File: config.mk
export PLATFORM = sky130hd
export DESIGN_NAME = demux_deser
export DESIGN_NICKNAME = d
export VERILOG_FILES = /design/src/rtl/demux_pkg.sv /design/src/rtl/demux_sel_cnt.sv /design/src/rtl/demux_deser.sv
export SDC_FILE = /design/constraint.sdc
export NUM_CORES = 1
export LEC_CHECK = 0
export ABC_CLOCK_PERIOD_IN_PS = 5750
export CAP_MARGIN = 20
export CORE_MARGIN = 1
export CORE_UTILIZATION = 23
export CTS_CLUSTER_SIZE = 24
export DETAILED_ROUTE_END_ITERATION = 8
export PLACE_DENSITY = 0.49
export RECOVER_POWER = 50
export SKIP_CTS_REPAIR_TIMING = 1
export SYNTH_ARGS = -nofsm -noshare
export SYNTH_HDL_FRONTEND = slang
export SYNTH_SLANG_ARGS = --single-unit
File: constraint.sdc
create_clock -name clk -period 5.75 [get_ports clk]
set_clock_uncertainty 0.2 [all_clocks]
set_input_delay 1.4375 -clock clk [delete_from_list [all_inputs] [get_ports clk]]
set_output_delay 1.4375 -clock clk [all_outputs]
set_load 0.03 [all_outputs]
File: src/rtl/demux_pkg.sv
// Shared types and sizes for the serial-to-parallel demultiplexer.
// Optional feature macro: DEMUX_PARITY_EN (adds a 17th even-parity bit per frame).
package demux_pkg;

   localparam int WORD_W = 16;
   localparam int SEL_W  = 4;

   typedef enum logic [1:0] {
      IDLE   = 2'd0,
      SHIFT  = 2'd1,
`ifdef DEMUX_PARITY_EN
      PARITY = 2'd2,
`endif
      FULL   = 2'd3
   } state_t;

endpackage

File: src/rtl/demux_sel_cnt.sv
// Write-index counter for the assembly buffer: wraps 15 -> 0.
// Ports: clk, rst (sync clear), load1 (restart at index 1), inc, cnt.
module demux_sel_cnt
   import demux_pkg::*;
(
   input  logic             clk,
   input  logic             rst,
   input  logic             load1,
   input  logic             inc,
   output logic [SEL_W-1:0] cnt
);

   always_ff @(posedge clk) begin
      if (rst) begin
         cnt <= '0;
      end else if (load1) begin
         cnt <= SEL_W'(1);
      end else if (inc) begin
         cnt <= cnt + SEL_W'(1);
      end
   end

endmodule

File: src/rtl/demux_deser.sv
// Serial bit stream in (valid/ready), 16-bit word out (valid/ready), LSB first.
// Ports: clk, rst, in_bit, in_valid, in_ready, frame_start, out, out_valid,
// out_ready, sel_cnt, parity_err (only with macro DEMUX_PARITY_EN).
module demux_deser
   import demux_pkg::*;
#(
   parameter bit OUT_CLEAR = 1'b0
) (
   input  logic              clk,
   input  logic              rst,
   input  logic              in_bit,
   input  logic              in_valid,
   output logic              in_ready,
   input  logic              frame_start,
   output logic [WORD_W-1:0] out,
   output logic              out_valid,
   input  logic              out_ready,
   output logic [SEL_W-1:0]  sel_cnt
`ifdef DEMUX_PARITY_EN
   ,
   output logic              parity_err
`endif
);

   state_t            state_q;
   state_t            state_d;
   logic [WORD_W-1:0] asm_q;
   logic [WORD_W-1:0] asm_nxt;

   logic in_xfer;
   logic out_xfer;
   logic restart;
   logic data_bit;
   logic last_data;
   logic complete;
   logic free;
   logic load_now;
   logic to_full;
   logic full_load;

`ifdef DEMUX_PARITY_EN
   logic err_now;
   logic err_q;
`endif

   always_comb begin
      in_xfer   = in_valid && in_ready;
      out_xfer  = out_valid && out_ready;
      // in_ready is low in FULL, so frame_start is ignored there for free
      restart   = in_xfer && frame_start;
`ifdef DEMUX_PARITY_EN
      data_bit  = in_xfer && !frame_start && (state_q != PARITY);
      complete  = in_xfer && !frame_start && (state_q == PARITY);
`else
      data_bit  = in_xfer && !frame_start;
      complete  = 1'b0;
`endif
      last_data = data_bit && (sel_cnt == SEL_W'(WORD_W - 1));
`ifndef DEMUX_PARITY_EN
      complete  = last_data;
`endif
      // output register can take a word if empty or emptied this cycle
      free      = !out_valid || out_ready;
      load_now  = complete && free;
      to_full   = complete && !free;
      full_load = (state_q == FULL) && out_xfer;
   end

   always_comb begin
      asm_nxt = asm_q;
      if (restart) begin
         asm_nxt    = '0;
         asm_nxt[0] = in_bit;
      end else if (data_bit) begin
         asm_nxt[sel_cnt] = in_bit;
      end
   end

`ifdef DEMUX_PARITY_EN
   // even parity over data and parity bit; 1 means error
   assign err_now = (^asm_q) ^ in_bit;
`endif

   demux_sel_cnt u_sel (
      .clk   (clk),
      .rst   (rst),
      .load1 (restart),
      .inc   (data_bit),
      .cnt   (sel_cnt)
   );

   always_ff @(posedge clk) begin
      if (rst) begin
         state_q <= IDLE;
      end else begin
         state_q <= state_d;
      end
   end

   always_comb begin
      state_d = state_q;
      unique case (state_q)
         IDLE, SHIFT: begin
            if (restart) begin
               state_d = SHIFT;
            end else if (last_data) begin
`ifdef DEMUX_PARITY_EN
               state_d = PARITY;
`else
               state_d = free ? IDLE : FULL;
`endif
            end else if (data_bit) begin
               state_d = SHIFT;
            end
         end
`ifdef DEMUX_PARITY_EN
         PARITY: begin
            if (restart) begin
               state_d = SHIFT;
            end else if (complete) begin
               state_d = free ? IDLE : FULL;
            end
         end
`endif
         FULL: begin
            if (out_xfer) begin
               state_d = IDLE;
            end
         end
         default: state_d = IDLE;
      endcase
   end

   always_comb begin
      in_ready = (state_q != FULL);
   end

   always_ff @(posedge clk) begin
      if (rst) begin
         asm_q     <= '0;
         out       <= '0;
         out_valid <= 1'b0;
`ifdef DEMUX_PARITY_EN
         parity_err <= 1'b0;
         err_q      <= 1'b0;
`endif
      end else begin
         asm_q <= asm_nxt;
         if (load_now) begin
            out       <= asm_nxt;
            out_valid <= 1'b1;
`ifdef DEMUX_PARITY_EN
            parity_err <= err_now;
`endif
         end else if (full_load) begin
            out       <= asm_q;
            out_valid <= 1'b1;
`ifdef DEMUX_PARITY_EN
            parity_err <= err_q;
`endif
         end else if (out_xfer) begin
            out_valid <= 1'b0;
            if (OUT_CLEAR) begin
               out <= '0;
            end
         end
`ifdef DEMUX_PARITY_EN
         // parity verdict waits here while the word sits in FULL
         if (to_full) begin
            err_q <= err_now;
         end
`endif
      end
   end

`ifndef DEMUX_PARITY_EN
   logic unused_ok;
   assign unused_ok = to_full;
`endif

endmodule

==> results.py, run 1 <==
metrics = {
    "run_status": {
        "status": "finished with violations",
        "violations": "capacitance limit, slew limit",
    },
    "timing": {
        "finalSetupTns_ns": 0,
        "tightest_slew_ns": 1.49,
        "relSlewSlack_pct": -0.213,
        "fmax_ghz": 0.248,
        "report.final.hold_viol_count": 0,
        "rsz0062_at_grt": "no",
        "final_max_slew_viol_count": 1,
        "setup_viol_count_final": 0,
        "hold_slack_ns": 0.274,
        "period_needed_ns": 4.03,
        "post-route-period-util_pct": 70.0,
    },
    "routing": {
        "routed_wl_mm": 5.38,
        "ant_nets": 0,
        "initialDrtViolationCount": 89,
        "post_drt_via_cell_ratio": 4.95,
        "vias": 1857,
        "routedWlPerCell_um": 14.3,
        "firstDrtPassIters": 4,
        "drc_errors": 0,
    },
    "synthesis": {
        "synth_top_area_share_pct": 37.4,
        "yosys-top-cells-count": "dfxtp_1, nand2_1, nor2_1",
        "synthFlopType": "dfxtp_1",
        "syn-mean-instance-area_um2": 8.31,
        "yosysSeqAreaShare_pct": 37.4,
        "yosysMostFrequentCell": "dfxtp_1",
        "ys_warn_count": 0,
        "synth_top_cells_by_area": "dfxtp_1, mux2i_1, o22ai_1",
        "synth_edf_count": 0,
        "synth_area_um2": 2090,
        "synthCells": 251,
        "syn_nets": 261,
        "ys_async_sr_fraction_pct": 0,
        "ys_ff_latch": 39,
        "synth.largest_area_cell": "dfxtp_1",
        "yosysUniqueCellTypes": 41,
    },
    "worst_setup_path": {
        "path_max_fanout": 15,
        "cp.required_ns": 5.70,
        "critPathKind": "input pin to flop",
        "critPathCaptureType": "flop",
        "cp-start-kind": "input pin",
        "arrival_ns": 3.97,
    },
    "place": {
        "gp_congestion": 0.703,
        "io_buffers": 27,
        "dp_hpwl_mm": 3.61,
        "post_dp_cell_area_um2": 2400,
    },
    "flow_run": {
        "maxCapViolations": 1,
    },
    "global_route": {
        "grt_pass1_vias": 1751,
        "grt_use_total_pct": 11.6,
        "antenna_found_initial": 0,
        "grt_overflow": 0,
        "grt_max_degree": 28,
        "grt_pass1_wl_mm": 8.90,
    },
    "layout": {
        "fin_nets": 276,
        "antennaDiodeCount": 0,
        "area_growth_pct": 18.5,
        "stdcell_area_um2": 2470,
        "drive_gt1_share_pct": 3.37,
    },
    "die": {
        "die-width_um": 97.3,
        "rows": 34,
        "pin_count": 28,
        "die_area_um2": 9460,
        "core_um2": 8760,
        "initial_core_util_pct": 23.8,
        "fp.dieH_um": 97.3,
    },
    "clock_network": {
        "htree_levels": 2,
        "cts_buffers": 5,
        "clkSinkCount": 39,
        "path_clk_slew_ns": 0.08,
        "cts_buffer_depth": 2,
        "cts-root-buf": "clkbuf_8",
        "clk_latency_ns": 0.29,
        "cts_tree": "yes",
    },
    "power": {
        "power_uw": 494,
        "worst_ir_drop_vdd_mv": 0.0675,
        "p_leak_uw": 0.000850,
        "p_per_area_nw_per_um2": 200,
    },
    "worst_hold_path": {
        "hold_class": "flop to flop",
    },
}
## sequential cells by signal (all words and copies together) (netlist names)
signal     cells
asm_q         16
out           16
u_sel.cnt      4
state_q        2
out_valid      1
## layout by cell type, fill, tap and decap left out, types with 2 or more instances in the layout
| cell type | count |
|---|---|
| a211oi_1 | 3 |
| a21boi_0 | 6 |
| a21o_1 | 4 |
| a21oi_1 | 14 |
| a22oi_1 | 8 |
| a311oi_1 | 7 |
| a31oi_1 | 2 |
| and2_0 | 3 |
| and2_1 | 4 |
| and3_1 | 2 |
| and4_1 | 7 |
| clkbuf_1 | 3 |
| clkbuf_8 | 5 |
| clkdlybuf4s50_1 | 8 |
| dfxtp_1 | 39 |
| dlygate4sd3_1 | 19 |
| ha_1 | 4 |
| inv_1 | 11 |
| mux2i_1 | 10 |
| nand2_1 | 18 |
| nand2b_1 | 13 |
| nand3_1 | 8 |
| nand3b_1 | 4 |
| nand4_1 | 3 |
| nor2_1 | 18 |
| nor2b_1 | 3 |
| nor4_1 | 7 |
| o21ai_0 | 8 |
| o22ai_1 | 14 |
## final timing paths
path                             endpoint       start  cells after the start  slack, ns
worst min-delay path            asm_q[11]   asm_q[11]                      2       0.27
worst min register to register  asm_q[11]   asm_q[11]                      2       0.27
worst max register to register    out[12]  state_q[1]                      4       3.01
worst max-delay path              out[12]    in_valid                      5       1.72
## cells by family (layout without fill, tap and decap cells)
group / after synthesis / count (layout) / share of synthesized area, %
mux: 10 / 10 / 4.80
simple gates: 93 / 93 / 24.5
flops: 39 / 39 / 37.4
fa+ha+maj: 4 / 4 / 2.40
buf+inv: 32 / 48 / 6.71
compound gates: 73 / 73 / 24.2
## per-stage QoR
stage	utilization (%)	std cells	setup WS [ns]
finish	28.2	375	1.72
floorplan	-	251	3.07
global placement	27.4	367	2.06
global route	28.2	375	1.46
detailed placement	27.4	367	2.03
CTS	28.4	375	2.26
## area by class of cell
cell class                 count  area (µm²)
clock inverter                 1        5.00
tap                          108         135
timing repair buffer          28         274
inverter                      12        45.0
multi-input combinational    180        1160
clock buffer                   7        76.3
sequential                    39         781
fill                         979        6290
## metal layers
layer | GRT usage, % | up-vias | share of wire [%]
met5 | 0 | - | 0
met4 | 4.07 | 0 | 1.5
met3 | 2.66 | 8 | 2.5
met1 | 15.2 | 875 | 51
met2 | 18.7 | 26 | 45
li1 | - | 948 | -
## power breakdown
part / internal (µW) / leakage [µW] / switching (µW)
Combinational: 11.2 / 0.000493 / 24.4
Sequential: 272 / 0.000315 / 2.88
Clock: 85.2 / 0.0000422 / 98.2
Total: 368 / 0.000850 / 125
## critical path, cell delays in order
cell,delay [ns]
clkdlybuf4s50_1,0.52
a21boi_0,1.16
a31oi_2,0.45
a22oi_1,0.29
o22ai_1,0.11
Note: power is estimated with default switching activity, not from simulation.
==> inputs of run 2 (changes only) <==
--- a/config.mk
+++ b/config.mk
@@ -5,7 +5,7 @@
 export SDC_FILE = /design/constraint.sdc
 export NUM_CORES = 1
 export LEC_CHECK = 0
-export ABC_CLOCK_PERIOD_IN_PS = 5750
+export ABC_CLOCK_PERIOD_IN_PS = 3800
 export CAP_MARGIN = 20
 export CORE_MARGIN = 1
 export CORE_UTILIZATION = 23
==> constraint.sdc (replaced) <==
create_clock -name clk -period 3.8 [get_ports clk]
set_clock_uncertainty 0.2 [all_clocks]
set_input_delay 0.95 -clock clk [delete_from_list [all_inputs] [get_ports clk]]
set_output_delay 0.95 -clock clk [all_outputs]
set_load 0.03 [all_outputs]
==> run 2 against run 1 <==
Compared with the run above: the run now ends clean; final area grew 2.2%; wire length rose by 2.2%; count of clock-buffer cells in the layout stayed put.
==> results.py, run 2 (synthesis gave the netlist of run 1 again) <==
metrics = {
    "global_route": {
        "grt_use_total_pct": 12.5,
        "grt_pass1_vias": 1921,
        "antenna_found_initial": 0,
        "grt_pass1_wl_mm": 9.77,
        "grt_max_degree": 31,
        "grt_overflow": 0,
    },
    "place": {
        "dp_hpwl_mm": 3.69,
        "gp_congestion": 0.732,
        "io_buffers": 27,
        "place_inst": 374,
    },
    "die": {
        "die_area_um2": 9460,
        "die-width_um": 97.3,
        "rows": 34,
        "fp.dieH_um": 97.3,
        "pin_count": 28,
        "initial_core_util_pct": 23.8,
        "core_um2": 8760,
    },
    "worst_setup_path": {
        "r2r-end": "out[2]",
        "critPathCaptureType": "flop",
        "critPathKind": "input pin to flop",
        "path_max_fanout": 30,
        "arrival_ns": 3.04,
        "r2r_slack_ns": 1.60,
        "regToRegStartpoint": "state_q[1]",
        "cp-start-kind": "input pin",
        "cp.required_ns": 3.73,
        "worst-r2r-cell-count": 5,
    },
    "layout": {
        "layout_common_cells": "dfxtp_1, nand2_1, nor2_1",
        "n_fill_cell": 959,
        "final_common_cell": "dfxtp_1",
        "fin_nets": 283,
        "instances_no_fill": 382,
        "reg_top3": "asm_q (16), out (16), u_sel.cnt (4)",
        "drive_gt1_share_pct": 5.84,
        "area_growth_pct": 21.1,
        "antennaDiodeCount": 0,
    },
    "clock_network": {
        "clkSinkCount": 39,
        "clk_latency_ns": 0.30,
        "cts-root-buf": "clkbuf_8",
        "cts_tree": "yes",
        "htree_levels": 2,
        "cts_buffer_depth": 2,
        "path_clk_slew_ns": 0.07,
        "cts_buffers": 5,
    },
    "worst_hold_path": {
        "hold_class": "flop to flop",
        "hold_depth": 2,
        "holdCritStartpoint": "out[11]",
        "min_to": "out[11]",
    },
    "power": {
        "worst_ir_drop_vdd_mv": 0.111,
        "p_leak_uw": 0.000874,
        "p_per_area_nw_per_um2": 297,
    },
    "timing": {
        "final_max_slew_viol_count": 0,
        "hold_slack_ns": 0.270,
        "setup_viol_count_final": 0,
        "relSlewSlack_pct": 21.6,
        "finalSetupTns_ns": 0,
        "tightest_slew_ns": 1.18,
        "fmax_ghz": 0.322,
        "period_needed_ns": 3.11,
        "report.final.hold_viol_count": 0,
        "post-route-period-util_pct": 81.7,
        "rsz0062_at_grt": "no",
    },
    "flow_run": {
        "maxCapViolations": 0,
    },
    "routing": {
        "firstDrtPassIters": 4,
        "routedWlPerCell_um": 14.4,
        "vias": 1923,
        "routed_wl_mm": 5.49,
        "ant_nets": 0,
        "post_drt_via_cell_ratio": 5.03,
        "drc_errors": 0,
        "initialDrtViolationCount": 126,
    },
    "run_status": {
        "status": "complete, no violations",
    },
}
-- run 2: per-layer routing --
metal | routed length [µm] | part of all wire, % | global-route usage [%] | vias to the layer above
met3 | 139 | 2.5 | 2.23 | 6
li1 | - | - | - | 959
met4 | 78 | 1.4 | 4.07 | 0
met5 | 0 | 0 | 0 | -
met2 | 2500 | 46 | 19.5 | 30
met1 | 2770 | 50 | 17.5 | 928
-- run 2: cell type report --
cell class	instances	area (µm²)	area share, %
Clock inverter	1	5.00	0.198
Tap cell	108	135	5.35
Timing Repair Buffer	35	323	12.8
Sequential cell	39	781	30.9
Inverter	12	45.0	1.78
Clock buffer	7	76.3	3.02
Multi-Input combinational cell	180	1160	46.0
-- run 2: worst max-delay path by stage --
| stage | from | end | depth (start not counted) |
|---|---|---|---|
| global route | rst | out[1] | 4 |
| detailed placement | in_valid | out[8] | 5 |
| finish | rst | out[14] | 3 |
| floorplan | frame_start | out[12] | 5 |
| CTS | out_valid | out_valid | 1 |
| global placement | in_valid | out[10] | 5 |
-- run 2: stage by stage --
step | power [µW] | area (µm²) | setup WS, ns | utilization (%)
2_1_floorplan | 466 | 2090 | 1.61 | -
3_3_place_gp | 486 | 2460 | 0.749 | 28.0
3_5_place_dp | 486 | 2460 | 0.677 | 28.0
4_1_cts | 767 | 2540 | 0.841 | 29.0
5_1_grt | 788 | 2530 | 0.471 | 28.8
6_report | 751 | 2530 | 0.694 | 28.8
-- run 2: power by group --
group | total [µW] | leakage [µW] | internal [µW] | switching, µW
Clock | 276 | 0.0000422 | 129 | 147
Combinational | 58.8 | 0.000517 | 19.5 | 39.3
Sequential | 416 | 0.000315 | 411 | 4.22
Total | 751 | 0.000874 | 560 | 191
-- run 2: worst max-delay path, stage by stage --
cell and delay, ns:
dlygate4sd3_1 0.91, clkbuf_1 0.93, o22ai_1 0.23
==> inputs of run 3 (changes only) <==
--- a/config.mk
+++ b/config.mk
@@ -5,7 +5,7 @@
 export SDC_FILE = /design/constraint.sdc
 export NUM_CORES = 1
 export LEC_CHECK = 0
-export ABC_CLOCK_PERIOD_IN_PS = 3800
+export ABC_CLOCK_PERIOD_IN_PS = 3200
 export CAP_MARGIN = 20
 export CORE_MARGIN = 1
 export CORE_UTILIZATION = 23
==> constraint.sdc (replaced) <==
create_clock -name clk -period 3.2 [get_ports clk]
set_clock_uncertainty 0.2 [all_clocks]
set_input_delay 0.8 -clock clk [delete_from_list [all_inputs] [get_ports clk]]
set_output_delay 0.8 -clock clk [all_outputs]
set_load 0.03 [all_outputs]
==> run 3 against run 2 <==
Compared with the run above: via count is 1.9% lower; total power is 29% higher; non-clock buffer count is 2 higher; cell count is 0.26% higher; sequential power is 19% higher; sequential share of layout area is 0.33 points lower; final area is 1.1% higher; critical path type is now flop to primary output; largest cell class unchanged; largest power group unchanged.
==> results.py, run 3 (synthesis gave the netlist of run 1 again) <==
metrics = {
    "power": {
        "p_per_area_nw_per_um2": 379,
        "clockPowerShare_pct": 41.5,
        "worst_ir_drop_vdd_mv": 0.162,
        "power_uw": 968,
        "sequentialPowerShare_pct": 51.0,
        "netSwitchingFraction_pct": 23.3,
        "p_int_uw": 743,
        "p_switching_uw": 225,
        "p_leak_uw": 0.000898,
        "combPwrFrac_pct": 7.5,
    },
    "die": {
        "fp.dieH_um": 97.3,
        "core_um2": 8760,
        "initial_core_util_pct": 23.8,
        "pin_count": 28,
        "die_area_um2": 9460,
        "die-width_um": 97.3,
        "rows": 34,
    },
    "place": {
        "dp_slack_ns": 0.399,
        "place_inst": 376,
        "dp_hpwl_mm": 3.76,
        "io_buffers": 27,
        "gp_congestion": 0.735,
    },
    "clock_network": {
        "htree_levels": 2,
        "clk_latency_ns": 0.29,
        "cts_tree": "yes",
        "path_clk_slew_ns": 0.08,
        "cts_buffers": 5,
        "clkSinkCount": 39,
        "cts_buffer_depth": 2,
        "cts-root-buf": "clkbuf_8",
    },
    "timing": {
        "tightest_slew_ns": 0.786,
        "post-route-period-util_pct": 87.2,
        "finalSetupTns_ns": 0,
        "fmax_ghz": 0.359,
        "report.final.hold_viol_count": 0,
        "period_needed_ns": 2.79,
        "final_max_slew_viol_count": 0,
        "setup_viol_count_final": 0,
        "relSlewSlack_pct": 47.6,
        "fin_ws_ns": 0.411,
        "rsz0062_at_grt": "no",
    },
    "worst_setup_path": {
        "cp.required_ns": 2.20,
        "critPathSlowestCell": "clkdlybuf4s50_1",
        "worst-path-buf-inv": 1,
        "regToRegStartpoint": "u_sel.cnt[0]",
        "crit_chain": "clkdlybuf4s50_1",
        "critPathCaptureType": "primary output",
        "critPathKind": "flop to primary output",
        "cp-start-kind": "flop",
        "critPathLaunch": "out_valid",
        "critical_path.top_delay_family": "buffers and inverters",
        "path_max_fanout": 16,
        "arrival_ns": 1.79,
        "cp_slowest_stage_delay_ns": 0.78,
    },
    "worst_hold_path": {
        "holdCritStartpoint": "asm_q[11]",
        "hold_class": "flop to flop",
    },
    "layout": {
        "area_growth_pct": 22.4,
        "layout_common_cells": "dfxtp_1, nand2_1, nor2_1",
        "n_fill_cell": 968,
        "final_common_cell": "dfxtp_1",
        "reg_top3": "asm_q (16), out (16), u_sel.cnt (4)",
        "fin_nets": 285,
        "multi_input_area_um2": 1150,
        "instances_no_fill": 383,
        "seqCellArea_um2": 781,
        "antennaDiodeCount": 0,
        "drive_gt1_share_pct": 6.55,
    },
    "global_route": {
        "grt_overflow": 0,
        "grt_pass1_vias": 1872,
        "antenna_found_initial": 0,
        "grt_use_total_pct": 12.4,
        "grt_max_degree": 29,
        "grt_pass1_wl_mm": 9.63,
    },
    "run_status": {
        "status": "complete, no violations",
    },
    "routing": {
        "ant_nets": 0,
        "firstDrtPassIters": 4,
        "drc_errors": 0,
        "vias": 1887,
        "routed_wl_mm": 5.55,
        "initialDrtViolationCount": 117,
        "routedWlPerCell_um": 14.5,
        "post_drt_via_cell_ratio": 4.93,
    },
    "flow_run": {
        "maxCapViolations": 0,
    },
}
==> run 3: changes by cell type in the layout (fill, tap and decap cells not counted), sizes merged <==
cell / previous run / this run
buf: 6 / 10
clkinv: 1 / 0
clkbuf: 9 / 6
dlygate4sd3: 17 / 16
bufinv: 0 / 1
clkdlybuf4s50: 10 / 11
==> run 3: per-stage QoR <==
stage                     cell area (µm²)  hold WS (ns)  utilization (%)
final                                2550         0.272             29.2
after global routing                 2550         0.296             29.2
after global placement               2470         0.261             28.2
after detailed placement             2470         0.263             28.2
after CTS                            2570         0.276             29.4
after floorplan                      2090         0.246                -
==> run 3: routing by layer <==
metal | wire length (µm) | vias up | global-route usage, %
met5 | 0 | - | 0
met4 | 65 | 0 | 3.39
met3 | 155 | 7 | 2.59
met2 | 2570 | 30 | 20.0
met1 | 2770 | 882 | 16.8
li1 | - | 968 | -
==> run 3: power by group through the flow <==
stage                     Combinational, µW  Sequential [µW]  Clock (µW)
after floorplan                        45.9              507           0
after global placement                 74.2              505           0
after detailed placement               73.4              505           0
after CTS                              74.0              494         418
after global routing                   81.4              495         445
final                                  72.8              494         402
==> run 3: worst paths after layout <==
| path | end | slack (ns) | depth (start not counted) |
|---|---|---|---|
| hold / removal | asm_q[11] | 0.27 | 2 |
| setup / recovery | out_valid | 0.41 | 1 |
| setup reg to reg | out[15] | 0.71 | 5 |
| hold reg to reg | asm_q[11] | 0.27 | 2 |
==> run 3: final cells by class <==
cell class,instances,area share (%)
inverters,12,1.76
clock inverters,1,1.18
multi-input cells,180,44.9
repair buffers,37,13.5
clock buffers,6,2.84
well taps,108,5.29
flip-flops and latches,39,30.6
